[config.mk]
export PLATFORM = sky130hd
export DESIGN_NAME = decode_stage
export DESIGN_NICKNAME = d
export VERILOG_FILES = /design/src/rtl/decode_pkg.sv /design/src/rtl/decode_stage_imm_gen.sv /design/src/rtl/decode_stage.sv
export SDC_FILE = /design/constraint.sdc
export NUM_CORES = 1
export LEC_CHECK = 0
export ABC_AREA = 1
export BUFFER_PORTS_ARGS = -buffer_cell sky130_fd_sc_hd__buf_2
export CAP_MARGIN = 20
export CORE_MARGIN = 3
export CORE_UTILIZATION = 40
export CTS_CLUSTER_SIZE = 20
export DETAILED_ROUTE_END_ITERATION = 6
export PLACE_DENSITY = 0.65
export SYNTH_ARGS = -nofsm -noshare
export SYNTH_HDL_FRONTEND = slang
export SYNTH_HIERARCHICAL = 1
export SYNTH_SLANG_ARGS = --single-unit
export TNS_END_PERCENT = 50
[constraint.sdc]
create_clock -name clk -period 22.9 [get_ports clk]
set_input_delay 1.145 -clock clk [delete_from_list [all_inputs] [get_ports clk]]
set_output_delay 1.145 -clock clk [all_outputs]
set_load 0.005 [all_outputs]
[src/rtl/decode_pkg.sv]
// Shared RV32I decode definitions: major opcodes, immediate formats and the
// registered decode bundle used by the output and skid entries.
package decode_pkg;

    localparam logic [6:0] OPC_LOAD     = 7'h03;
    localparam logic [6:0] OPC_MISC_MEM = 7'h0F;
    localparam logic [6:0] OPC_OP_IMM   = 7'h13;
    localparam logic [6:0] OPC_AUIPC    = 7'h17;
    localparam logic [6:0] OPC_STORE    = 7'h23;
    localparam logic [6:0] OPC_OP       = 7'h33;
    localparam logic [6:0] OPC_LUI      = 7'h37;
    localparam logic [6:0] OPC_BRANCH   = 7'h63;
    localparam logic [6:0] OPC_JALR     = 7'h67;
    localparam logic [6:0] OPC_JAL      = 7'h6F;
    localparam logic [6:0] OPC_SYSTEM   = 7'h73;

    typedef enum logic [2:0] {
        IMM_R = 3'd0,
        IMM_I = 3'd1,
        IMM_S = 3'd2,
        IMM_B = 3'd3,
        IMM_U = 3'd4,
        IMM_J = 3'd5
    } imm_type_t;

    // Width-independent fields; imm and pc sit in parallel registers because
    // their widths are parameters of the stage.
    typedef struct packed {
        logic [6:0] opcode;
        logic [4:0] rd;
        logic [4:0] rs1;
        logic [4:0] rs2;
        logic [2:0] funct3;
        logic [6:0] funct7;
        imm_type_t  imm_type;
        logic       rs1_used;
        logic       rs2_used;
        logic       rd_we;
        logic       illegal;
    } decode_bundle_t;

endpackage

[src/rtl/decode_stage_imm_gen.sv]
// Immediate generator: picks the RV32I immediate format from the opcode and
// sign-extends the assembled 32-bit immediate to DATA_WIDTH.
module imm_gen
    import decode_pkg::*;
#(
    parameter int unsigned DATA_WIDTH = 32
) (
    input  logic [31:0]           instr,
    output logic [DATA_WIDTH-1:0] imm,
    output logic [2:0]            imm_type
);

    imm_type_t   fmt;
    logic [31:0] imm32;

    always_comb begin
        fmt = IMM_R;
        case (instr[6:0])
            OPC_LOAD, OPC_OP_IMM, OPC_JALR, OPC_SYSTEM, OPC_MISC_MEM: fmt = IMM_I;
            OPC_STORE:                                                fmt = IMM_S;
            OPC_BRANCH:                                               fmt = IMM_B;
            OPC_LUI, OPC_AUIPC:                                       fmt = IMM_U;
            OPC_JAL:                                                  fmt = IMM_J;
            default:                                                  fmt = IMM_R;
        endcase
    end

    always_comb begin
        imm32 = '0;
        case (fmt)
            IMM_I:   imm32 = {{20{instr[31]}}, instr[31:20]};
            IMM_S:   imm32 = {{20{instr[31]}}, instr[31:25], instr[11:7]};
            IMM_B:   imm32 = {{20{instr[31]}}, instr[7], instr[30:25], instr[11:8], 1'b0};
            IMM_U:   imm32 = {instr[31:12], 12'b0};
            IMM_J:   imm32 = {{12{instr[31]}}, instr[19:12], instr[20], instr[30:21], 1'b0};
            default: imm32 = '0;
        endcase
    end

    // Signed size cast replicates bit 31 upward when DATA_WIDTH is 64.
    assign imm      = DATA_WIDTH'($signed(imm32));
    assign imm_type = fmt;

endmodule

[src/rtl/decode_stage.sv]
// RV32I decode pipeline stage: decodes on the input side and registers the
// bundle behind a valid/ready handshake with one skid entry.
module decode_stage
    import decode_pkg::*;
#(
    parameter int unsigned DATA_WIDTH = 32,
    parameter int unsigned ADDR_WIDTH = 32
) (
    input  logic                  clk,
    input  logic                  arst,
    input  logic                  flush,
    input  logic                  in_valid,
    output logic                  in_ready,
    input  logic [31:0]           in_instr,
    input  logic [ADDR_WIDTH-1:0] in_pc,
    output logic                  out_valid,
    input  logic                  out_ready,
    output logic [ADDR_WIDTH-1:0] out_pc,
    output logic [6:0]            opcode,
    output logic [4:0]            rd,
    output logic [4:0]            rs1,
    output logic [4:0]            rs2,
    output logic [2:0]            funct3,
    output logic [6:0]            funct7,
    output logic [DATA_WIDTH-1:0] imm,
    output logic [2:0]            imm_type,
    output logic                  rs1_used,
    output logic                  rs2_used,
    output logic                  rd_we,
    output logic                  illegal
);

    localparam logic [1:0] ST_EMPTY = 2'd0;
    localparam logic [1:0] ST_ONE   = 2'd1;
    localparam logic [1:0] ST_TWO   = 2'd2;

    logic [DATA_WIDTH-1:0] gen_imm;
    logic [2:0]            gen_imm_type;

    imm_gen #(
        .DATA_WIDTH(DATA_WIDTH)
    ) u_imm_gen (
        .instr   (in_instr),
        .imm     (gen_imm),
        .imm_type(gen_imm_type)
    );

    logic                  dec_legal;
    logic                  dec_reads_rs1;
    logic                  dec_reads_rs2;
    logic                  dec_writes_rd;
    decode_bundle_t        dec;
    logic [DATA_WIDTH-1:0] dec_imm;

    always_comb begin
        dec_legal     = 1'b1;
        dec_reads_rs1 = 1'b0;
        dec_reads_rs2 = 1'b0;
        dec_writes_rd = 1'b0;
        case (in_instr[6:0])
            OPC_OP: begin
                dec_reads_rs1 = 1'b1;
                dec_reads_rs2 = 1'b1;
                dec_writes_rd = 1'b1;
            end
            OPC_LOAD, OPC_OP_IMM, OPC_JALR: begin
                dec_reads_rs1 = 1'b1;
                dec_writes_rd = 1'b1;
            end
            OPC_SYSTEM:         dec_writes_rd = 1'b1;
            OPC_MISC_MEM:       dec_legal     = 1'b1;
            OPC_STORE, OPC_BRANCH: begin
                dec_reads_rs1 = 1'b1;
                dec_reads_rs2 = 1'b1;
            end
            OPC_LUI, OPC_AUIPC, OPC_JAL: dec_writes_rd = 1'b1;
            default:            dec_legal     = 1'b0;
        endcase
        if (in_instr[1:0] != 2'b11) begin
            dec_legal = 1'b0;
        end
    end

    // Illegal instructions still flow as valid bundles, but with every
    // side effect stripped so execute only has to raise the trap.
    always_comb begin
        dec          = '0;
        dec.opcode   = in_instr[6:0];
        dec.rs1      = in_instr[19:15];
        dec.rs2      = in_instr[24:20];
        dec.funct3   = in_instr[14:12];
        dec.funct7   = in_instr[31:25];
        dec.illegal  = ~dec_legal;
        dec.rs1_used = dec_legal & dec_reads_rs1;
        dec.rs2_used = dec_legal & dec_reads_rs2;
        dec.rd_we    = dec_legal & dec_writes_rd & (in_instr[11:7] != 5'd0);
        dec.rd       = dec.rd_we ? in_instr[11:7] : 5'd0;
        dec.imm_type = dec_legal ? imm_type_t'(gen_imm_type) : IMM_R;
        dec_imm      = dec_legal ? gen_imm : '0;
    end

    logic [1:0]            state_q, state_d;
    logic                  in_ready_q;
    logic                  out_valid_q;
    decode_bundle_t        out_q, skid_q;
    logic [DATA_WIDTH-1:0] out_imm_q, skid_imm_q;
    logic [ADDR_WIDTH-1:0] out_pc_q, skid_pc_q;

    logic in_xfer;
    logic out_xfer;
    logic load_out_dec;
    logic load_out_skid;
    logic load_skid;

    assign in_xfer  = in_valid & in_ready_q;
    assign out_xfer = out_valid_q & out_ready;

    // Flush wins over everything; a same-cycle out-transfer is still taken
    // by execute, a same-cycle in-transfer is simply never stored.
    always_comb begin
        state_d       = state_q;
        load_out_dec  = 1'b0;
        load_out_skid = 1'b0;
        load_skid     = 1'b0;
        if (flush) begin
            state_d = ST_EMPTY;
        end else begin
            case (state_q)
                ST_EMPTY: begin
                    if (in_xfer) begin
                        state_d      = ST_ONE;
                        load_out_dec = 1'b1;
                    end
                end
                ST_ONE: begin
                    if (in_xfer && out_xfer) begin
                        load_out_dec = 1'b1;
                    end else if (in_xfer) begin
                        state_d   = ST_TWO;
                        load_skid = 1'b1;
                    end else if (out_xfer) begin
                        state_d = ST_EMPTY;
                    end
                end
                ST_TWO: begin
                    if (out_xfer) begin
                        state_d       = ST_ONE;
                        load_out_skid = 1'b1;
                    end
                end
                default: state_d = ST_EMPTY;
            endcase
        end
    end

    always_ff @(posedge clk or posedge arst) begin
        if (arst) begin
            state_q     <= ST_EMPTY;
            in_ready_q  <= 1'b1;
            out_valid_q <= 1'b0;
            out_q       <= '0;
            out_imm_q   <= '0;
            out_pc_q    <= '0;
        end else begin
            state_q     <= state_d;
            in_ready_q  <= (state_d != ST_TWO);
            out_valid_q <= (state_d != ST_EMPTY);
            if (load_out_dec) begin
                out_q     <= dec;
                out_imm_q <= dec_imm;
                out_pc_q  <= in_pc;
            end else if (load_out_skid) begin
                out_q     <= skid_q;
                out_imm_q <= skid_imm_q;
                out_pc_q  <= skid_pc_q;
            end
        end
    end

    // Skid contents are only meaningful in ST_TWO, so they need no reset.
    always_ff @(posedge clk) begin
        if (load_skid) begin
            skid_q     <= dec;
            skid_imm_q <= dec_imm;
            skid_pc_q  <= in_pc;
        end
    end

    assign in_ready  = in_ready_q;
    assign out_valid = out_valid_q;
    assign out_pc    = out_pc_q;
    assign opcode    = out_q.opcode;
    assign rd        = out_q.rd;
    assign rs1       = out_q.rs1;
    assign rs2       = out_q.rs2;
    assign funct3    = out_q.funct3;
    assign funct7    = out_q.funct7;
    assign imm       = out_imm_q;
    assign imm_type  = out_q.imm_type;
    assign rs1_used  = out_q.rs1_used;
    assign rs2_used  = out_q.rs2_used;
    assign rd_we     = out_q.rd_we;
    assign illegal   = out_q.illegal;

endmodule

==> metrics.md <==
| Metric | Value |
|---|---|
| Final setup viols | 0 |
| #FFs+latches synth | 210 |
| Initial core utilization | 0.4133 |
| Post-DP HPWL | 15680 µm |
| HP Class | flop to flop |
| Status | complete, no violations |
| Critical Path Stages | 10 |
| RR Endpoint | imm[18] |
| Syn_area_per_cell | 9.314 µm² |
| Slowest-stage cell, CP | clkinv_2 |
| Number of synthesized flops with an enable pin | 103 |
| Non-Filler Instances | roughly 1500 |
| Synth-to-Final Area Change | 18.82% |
| Placed Cells | between 1000 and 1500 |
| H-tree depth | 1 |
| Period minus WS final | roughly 3000 ps |
| Crit-path max cell delay | 700 ps |
| Total grt overflow | 0 |
| Share of flip-flops with an asynchronous set or reset | 0.5095 |
| CTS buffer count | 24 |
| DR iter-0 viols | 598 |
| Sequential element share of the synthesized area | 0.6058 |
| Reg clk slew, reported paths | ~60 ps |
| CP max FO | between 50 and 60 |
| Cell Chain, Critical Path | buf_2 > nand2_1 > inv_1 > nand3_2 > clkinv_2 > buf_4 > nand2_1 > nand2_1 > a21oi_1 > a21oi_1 |
| Slew HR | 0.3405 |
| Vias in the first global route | ~7000 |
| Final Hold Fails | 0 |
| Post-CTS sizing | 0 |
| Cells after Synth | roughly 1000 |
| Top FF cell, synth | dfrtp_1 |
| Met3 wire len | about 1700 µm |
| Drt first pass iters | 5 |
| WP data required | about 23000 ps |
| CTS tree | yes |
| Max-slew violation total from the final report | 0 |
| Worst Path Buf+Inv | 4 |
| Crit end category | flop |
| Critical Path Start Type | input pin |
| Highest routed layer | met5 |
| Worst reg2reg path depth | 9 |
| Die area | about 26000 µm² |
| Worst VDD drop | approximately 0.000054 V |
| Warnings from Yosys | 6 |
| Utilization after layout | 0.4911 |
| Max cap viols | 0 |
| Worst R2R Start | out_valid |
| Final #Nets | roughly 1200 |
| DIE HEIGHT | between 150 and 200 µm |
| Crit path to | imm[18] |
| Final hold slack | 460.6 ps |
| IO Pins | 174 |
| Pwr Density | 89.49 nW/µm² |
| Least-Margin Pin Slew | 989.3 ps |
| Final Wtd Congestion | between 0.7 and 0.8 |
| CTS sink cnt | 210 |
| Commonest non-fill, non-tap cells in the layout | nand2_1, buf_2, nand3_1 |
| Most frequent CP cell | nand2_1 |
| Via count | approximately 7400 |
| Crit path max-delay family | buffers and inverters |
| Net Count, Synth | between 1000 and 1500 |
| Drt drc | 0 |
| Clock skew | 8.266 ps |
| Post-synthesis cell area | around 9500 µm² |
| Final ANT Viol Nets | 0 |
| # rows | 55 |
| RSZ-0062 raised after global routing | false |
| Setup Buffers After CTS | 0 |
| Port Buffers | approximately 170 |
| Max Clock Freq | approximately 320 MHz |
| Total Power | slightly above 1 mW |
| Cell variety after synth | 32 |
| DRT Wirelength | 24320 µm |
| Layout cells sized above 1 | 0.2467 |
| Commonest non-fill, non-tap cell in the layout | nand2_1 |
| Cts hold-fix bufs | 0 |
| Static leakage | approximately 5.6 nW |
| Total track usage | 0.1863 |
| Setup TNS | 0 ps |
| First-pass GRT wire length | between 30000 and 40000 µm |
| Antenna violations before repair | 1 |
| Post-Place Cell Area | about 11000 µm² |
| Pre-CTS setup slack | around 19000 ps |
| Average wire per standard cell | roughly 16 µm |
| Met2 WL | between 10000 and 15000 µm |
| Die extent in x | 160.3 µm |
| Worst skew pair latency | roughly 510 ps |
| Core Region | between 20000 and 25000 µm² |
| Worst EP arrival | between 3000 and 4000 ps |
| Detailed-route vias per instance | 4.917 |
| CP Class | input pin to flop |
| Final worst setup slack | around 20000 ps |
| Critical path origin | out_ready |
| Root buffer cell | clkbuf_16 |
| CTS max path bufs | 3 |
| Largest net degree at the start of global routing | 86 |
| Design Area, Final | approximately 11000 µm² |
| Tcrit/Tclk final | 0.1349 |
| Met1 wire length | 10840 µm |
| Reg2reg setup slack | between 20000 and 25000 ps |
## worst min-delay path by stage
stage | start | end | slack [ps] | cells after the start
6_report | skid_q[8] | funct7[1] | 460 | 2
5_1_grt | skid_q[28] | rd[1] | 480 | 2
4_1_cts | skid_pc_q[27] | out_pc[27] | 460 | 2
3_5_place_dp | skid_pc_q[27] | out_pc[27] | 450 | 2
3_3_place_gp | skid_pc_q[22] | out_pc[22] | 440 | 2
2_1_floorplan | skid_q[3] | rs1_used | 440 | 2
## final cells by class
class	instances	area, µm²
repair buffers	182	933.4
inverters	81	311.5
well taps	313	391.6
clock inverters	10	86.33
fillers	2160	11730
diodes	1	2.502
flip-flops and latches	210	5772
multi-input cells	680	3128
clock buffers	33	695.7
## Yosys cell counts (10+ instances only)
cell type  instances  area [µm²]
buf_2             27       135.1
inv_1             73       274.0
nor2_1            71       266.5
edfxtp_1         103        3093
nand2_2           25       156.4
nand2_1          348        1306
dfrtp_1          106        2653
a21oi_2           11       96.34
a21oi_1           26       130.1
nand3_1          151       755.7
buf_4             12       90.09
nand2_4           10       112.6
## registers in the layout, summed over array words and instances, names as in the netlist, 7 cells and up
register    flops
funct7          7
skid_q         39
skid_pc_q      32
imm            32
skid_imm_q     32
out_pc         32
opcode          7
## layer usage
metal	track usage	vias to the layer above
li1	-	3627
met1	0.2663	3497
met2	0.2974	249
met3	0.03405	50
met4	0.04379	2
met5	0	-
## worst reg2reg max path: stages (launching register included)
cell,delay (ps)
dfrtp_1,370
nand2_1,100
inv_1,80
nand3_2,340
clkinv_2,700
buf_4,600
nand2_1,130
nand2_1,50
a21oi_1,170
a21oi_1,60
## power by group
part,total (mW),switching [mW],internal [mW]
Combinational,0.159,0.0937,0.0657
Clock,0.373,0.150,0.224
Sequential,0.480,0.0282,0.452
## kinds of logic after synthesis
kind of cell	share of synthesized area
compound gates	0.03454
simple gates	0.2931
buf+inv	0.06658
flops	0.6058
No activity file was read; power rests on OpenSTA's default activity.
